$ cat src/rtl/program_loader.sv
// program_loader: boot-stage image loader for the single-cycle processor.
// Takes a byte stream (valid/ready), builds big-endian 32-bit words, writes
// them to instruction memory and checks an XOR checksum. The processor stays
// in start-up until the image is loaded and has passed the checksum.
//
// Ports:
//   clk, start_up_n          clock, async active-low reset
//   byte_valid, byte_data    incoming stream byte
//   byte_ready               loader can accept a byte (combinational from state)
//   imem_we/addr/wdata       one-cycle instruction memory write
//   proc_start_up            1 = hold processor PC in reset
//   load_done, load_error    sticky completion / failure flags
//   word_count               words written so far
module program_loader #(
    parameter logic [31:0] BASE_ADDR = 32'h0000_0000,
    parameter int unsigned MAX_WORDS = 256
) (
    input  logic        clk,
    input  logic        start_up_n,
    input  logic        byte_valid,
    input  logic [7:0]  byte_data,
    output logic        byte_ready,
    output logic        imem_we,
    output logic [31:0] imem_addr,
    output logic [31:0] imem_wdata,
    output logic        proc_start_up,
    output logic        load_done,
    output logic        load_error,
    output logic [15:0] word_count
);

    localparam logic [2:0] S_HDR_HI  = 3'd0;
    localparam logic [2:0] S_HDR_LO  = 3'd1;
    localparam logic [2:0] S_PAYLOAD = 3'd2;
    localparam logic [2:0] S_CHECK   = 3'd3;
    localparam logic [2:0] S_DONE    = 3'd4;
    localparam logic [2:0] S_ERROR   = 3'd5;

    logic [2:0]  state_q, state_d;
    logic [15:0] n_q, n_d;
    logic [23:0] word_q, word_d;
    logic [1:0]  idx_q, idx_d;
    logic [7:0]  csum_q, csum_d;
    logic        we_q, we_d;
    logic [31:0] addr_q, addr_d;
    logic [31:0] wdata_q, wdata_d;
    logic [15:0] wc_q, wc_d;
    logic        done_q, done_d;
    logic        err_q, err_d;

    logic        ready_c;
    logic        accept_c;
    logic [15:0] hdr_len_c;

    // Ready in every state that still consumes stream bytes.
    assign ready_c    = (state_q == S_HDR_HI) || (state_q == S_HDR_LO) ||
                        (state_q == S_PAYLOAD) || (state_q == S_CHECK);
    assign byte_ready = ready_c & start_up_n;
    assign accept_c   = byte_valid & ready_c;
    assign hdr_len_c  = {n_q[15:8], byte_data};

    // Next-state and datapath.
    always_comb begin
        state_d = state_q;
        n_d     = n_q;
        word_d  = word_q;
        idx_d   = idx_q;
        csum_d  = csum_q;
        we_d    = 1'b0;
        addr_d  = addr_q;
        wdata_d = wdata_q;
        wc_d    = wc_q;
        done_d  = done_q;
        err_d   = err_q;
        case (state_q)
            S_HDR_HI: begin
                if (accept_c) begin
                    n_d[15:8] = byte_data;
                    state_d   = S_HDR_LO;
                end
            end
            S_HDR_LO: begin
                if (accept_c) begin
                    n_d = hdr_len_c;
                    if (32'(hdr_len_c) > MAX_WORDS) begin
                        state_d = S_ERROR;
                        err_d   = 1'b1;
                    end else if (hdr_len_c == 16'd0) begin
                        state_d = S_CHECK;
                    end else begin
                        state_d = S_PAYLOAD;
                    end
                end
            end
            S_PAYLOAD: begin
                if (accept_c) begin
                    word_d = {word_q[15:0], byte_data};
                    csum_d = csum_q ^ byte_data;
                    idx_d  = idx_q + 2'd1;
                    // Fourth byte completes a word: issue its write and count it.
                    if (idx_q == 2'd3) begin
                        we_d    = 1'b1;
                        addr_d  = BASE_ADDR + 32'({wc_q, 2'b00});
                        wdata_d = {word_q, byte_data};
                        wc_d    = wc_q + 16'd1;
                        if ((wc_q + 16'd1) == n_q) begin
                            state_d = S_CHECK;
                        end
                    end
                end
            end
            S_CHECK: begin
                if (accept_c) begin
                    if (byte_data == csum_q) begin
                        state_d = S_DONE;
                        done_d  = 1'b1;
                    end else begin
                        state_d = S_ERROR;
                        err_d   = 1'b1;
                    end
                end
            end
            default: begin
            end
        endcase
    end

    // State registers.
    always_ff @(posedge clk or negedge start_up_n) begin
        if (!start_up_n) begin
            state_q <= S_HDR_HI;
            n_q     <= '0;
            word_q  <= '0;
            idx_q   <= '0;
            csum_q  <= '0;
            we_q    <= 1'b0;
            addr_q  <= BASE_ADDR;
            wdata_q <= '0;
            wc_q    <= '0;
            done_q  <= 1'b0;
            err_q   <= 1'b0;
        end else begin
            state_q <= state_d;
            n_q     <= n_d;
            word_q  <= word_d;
            idx_q   <= idx_d;
            csum_q  <= csum_d;
            we_q    <= we_d;
            addr_q  <= addr_d;
            wdata_q <= wdata_d;
            wc_q    <= wc_d;
            done_q  <= done_d;
            err_q   <= err_d;
        end
    end

    assign imem_we       = we_q;
    assign imem_addr     = addr_q;
    assign imem_wdata    = wdata_q;
    assign load_done     = done_q;
    assign load_error    = err_q;
    assign proc_start_up = ~done_q;
    assign word_count    = wc_q;

endmodule

$ cat config.mk
export PLATFORM = sky130hd
export DESIGN_NAME = program_loader
export DESIGN_NICKNAME = d
export VERILOG_FILES = /design/src/rtl/program_loader.sv
export SDC_FILE = /design/constraint.sdc
export NUM_CORES = 1
export LEC_CHECK = 0
export ABC_AREA = 1
export CAP_MARGIN = 10
export CORE_ASPECT_RATIO = 0.9
export CORE_MARGIN = 10
export CORE_UTILIZATION = 50
export CTS_CLUSTER_SIZE = 12
export DETAILED_ROUTE_END_ITERATION = 10
export DONT_BUFFER_PORTS = 1
export PLACE_DENSITY_LB_ADDON = 0.2
export SYNTH_ARGS = -nofsm -noshare
export SYNTH_HDL_FRONTEND = slang
export SYNTH_SLANG_ARGS = --single-unit
export TNS_END_PERCENT = 100
$ cat constraint.sdc
create_clock -name clk -period 5.2 [get_ports clk]
set_input_delay 1.04 -clock clk [delete_from_list [all_inputs] [get_ports clk]]
set_output_delay 1.04 -clock clk [all_outputs]
set_load 0.1 [all_outputs]
==> results.py <==
metrics = {
    "outcome": {
        "status": "completed",
    },
    "worst_setup_path": {
        "path_buf_inv": 1,
        "crit_slowest_cell": "dfrtp_1",
        "crit_cells": 1,
        "crit_chain": "inv_1",
        "reg2reg_depth": 15,
        "max_stage_delay_ns": 0.94,
        "critPathTopFamily": "flip-flops",
        "cp.arrival_ns": 2.04,
        "endpoint": "proc_start_up",
        "r2r-start": "word_count[1]",
        "r2r_slack_ns": 2.30,
        "r2r_end": "state_q[1]",
        "crit_type": "flop to output pin",
        "crit_start": "load_done",
        "end_kind": "output pin",
        "required_ns": 4.16,
        "cp_max_fo": 2,
        "critPathLaunchType": "flop",
    },
    "synth": {
        "ys_seq_area_frac": 0.547,
        "synth_edf_count": 0,
        "synth_warnings": 0,
        "synth_area_mm2": 0.00549,
        "async_flop_share": 1.00,
        "synth_cells": 648,
        "syn_area_per_cell_um2": 8.47,
        "yosysTopAreaCellShare": 0.547,
        "synth_area_leaders": "dfrtp_1 55%, nand2_1 14%, o21ai_1 5.3%, o21ai_0 4.4%, inv_1 4.4%",
        "ys_top_cells_by_count": "205 x nand2_1, 120 x dfrtp_1, 64 x inv_1",
        "yosys_register_bits": 120,
        "synth_top_cell_by_area": "dfrtp_1",
        "post-synth-top-count-cell": "nand2_1",
        "yosysUniqueCellTypes": 28,
        "ys.flop_type": "dfrtp_1",
    },
    "timing": {
        "setup_tns_ns": 0,
        "timing.fmax_mhz": 325,
        "setup_viol": 0,
        "rsz0062_at_grt": "no",
        "worst_pin_slew_ns": 1.14,
        "slew_headroom": 0.239,
        "fin_crit_sh": 0.592,
        "post-route-min-period_ns": 3.08,
        "maxSlewViolCount": 0,
        "hold_violations": 0,
        "skew_ns": 0.00887,
        "holdWs_ns": 0.330,
    },
    "die": {
        "start_util": 0.510,
        "die_h_um": 119,
        "ios": 96,
        "dieArea_mm2": 0.0156,
        "coreArea_mm2": 0.0108,
        "rows": 36,
        "die_w_um": 130,
    },
    "routing": {
        "drt_iter0_markers": 372,
        "ant_nets": 0,
        "avgViaCountPerCell": 5.18,
        "vias": 4107,
        "wl_per_cell_um": 15.9,
        "wl_mm": 12.6,
        "drc": 0,
        "firstDrtPassIters": 5,
    },
    "global_route": {
        "overflow": 0,
        "grt_pass1_vias": 4020,
        "antenna_found_initial": 0,
        "grtUsageTotal": 0.169,
        "grt_max_degree": 122,
        "grt_pass1_wl_mm": 20.8,
    },
    "layout": {
        "fin_util": 0.569,
        "drive_gt1_frac": 0.0758,
        "diodes": 0,
        "final_area_mm2": 0.00613,
        "area_growth_pct": 11.6,
        "nets": 660,
    },
    "clocking": {
        "cts_root_buf": "clkbuf_16",
        "ctsResizeCount": 0,
        "cts_setup_buffers": 0,
        "clock-sinks": 120,
        "tritoncts": "done",
        "htreeDepth": 4,
        "cts_hold_buffers": 0,
        "path_clk_slew_ns": 0.06,
        "clockBufferDepth": 2,
        "clk_latency_ns": 0.41,
        "cts_buffers": 17,
    },
    "placed_design": {
        "gp_congestion": 0.886,
        "numPortBuffers": 0,
        "hpwlAfterDp_mm": 8.91,
        "placed_cell_area_mm2": 0.00552,
    },
    "power": {
        "p_leak_uw": 0.00300,
        "powerDensity_mw_per_mm2": 357,
        "finalPower_uw": 2190,
        "peakVddDrop_mv": 0.191,
    },
    "hold_path": {
        "hold_class": "primary input to async pin",
    },
    "run": {
        "max_cap_violations": 0,
    },
}
power by group:
| group | switching [uW] | total [uW] | internal, uW |
|---|---|---|---|
| Combinational | 57.5 | 59.7 | 2.17 |
| Clock | 415 | 1200 | 781 |
| Sequential | 0 | 935 | 935 |
| Total | 473 | 2190 | 1720 |
sequential cells by signal (all words and copies together), names as in the netlist:
register,cells
csum_q,8
idx_q,2
imem_addr,16
imem_wdata,32
imem_we,1
load_done,1
load_error,1
n_q,16
state_q,3
word_count,16
word_q,24
kinds of logic after synthesis:
family	after synthesis	share of synthesized area
simple gates	293	0.229
flops	120	0.547
compound gates	109	0.100
buf+inv	106	0.0862
xor+xnor	17	0.0324
fa+ha+maj	2	0.00456
other cells	1	0.000683
final cells by class:
cell class	count	area, um2
Clock buffer	22	464
Multi-Input combinational cell	437	2070
Tap cell	133	166
Inverter	68	256
Clock inverter	10	144
Sequential cell	120	3000
Timing Repair Buffer	3	22.5
Fill cell	969	4640
routing by layer:
| layer | GRT usage | routed length, um |
|---|---|---|
| met5 | 0 | 0 |
| met4 | 0.0597 | 116 |
| met3 | 0.0772 | 1400 |
| met2 | 0.220 | 5000 |
| met1 | 0.242 | 6090 |
stage by stage:
step                      worst slack (ns)  instances
final                                 2.12        793
after global routing                  2.02        793
after CTS                             2.11        793
after detailed placement              1.89        761
after global placement                1.99        761
after floorplan                       1.84        663
worst min-delay path by stage:
stage                          to  depth (start not counted)  slack (ns)  startpoint
floorplan                idx_q[1]                          2        0.45    idx_q[1]
global placement         idx_q[1]                          2        0.46    idx_q[1]
detailed placement       idx_q[1]                          2        0.47    idx_q[1]
CTS                 word_count[7]                          0        0.31  start_up_n
global route        imem_addr[10]                          0        0.31  start_up_n
finish              imem_addr[10]                          0        0.33  start_up_n
cells in the final DEF, fill, tap and decap left out, types with 4 or more instances in the layout:
cell / instances
nand3b_1: 4
clkbuf_16: 17
o21ai_0: 48
conb_1: 16
nand3_1: 35
xor2_1: 15
nor2_2: 7
nand2_1: 205
nor2_1: 19
dfrtp_1: 120
o21ai_1: 58
inv_1: 64
nand4_1: 9
No activity file was read; power rests on OpenSTA's default activity.
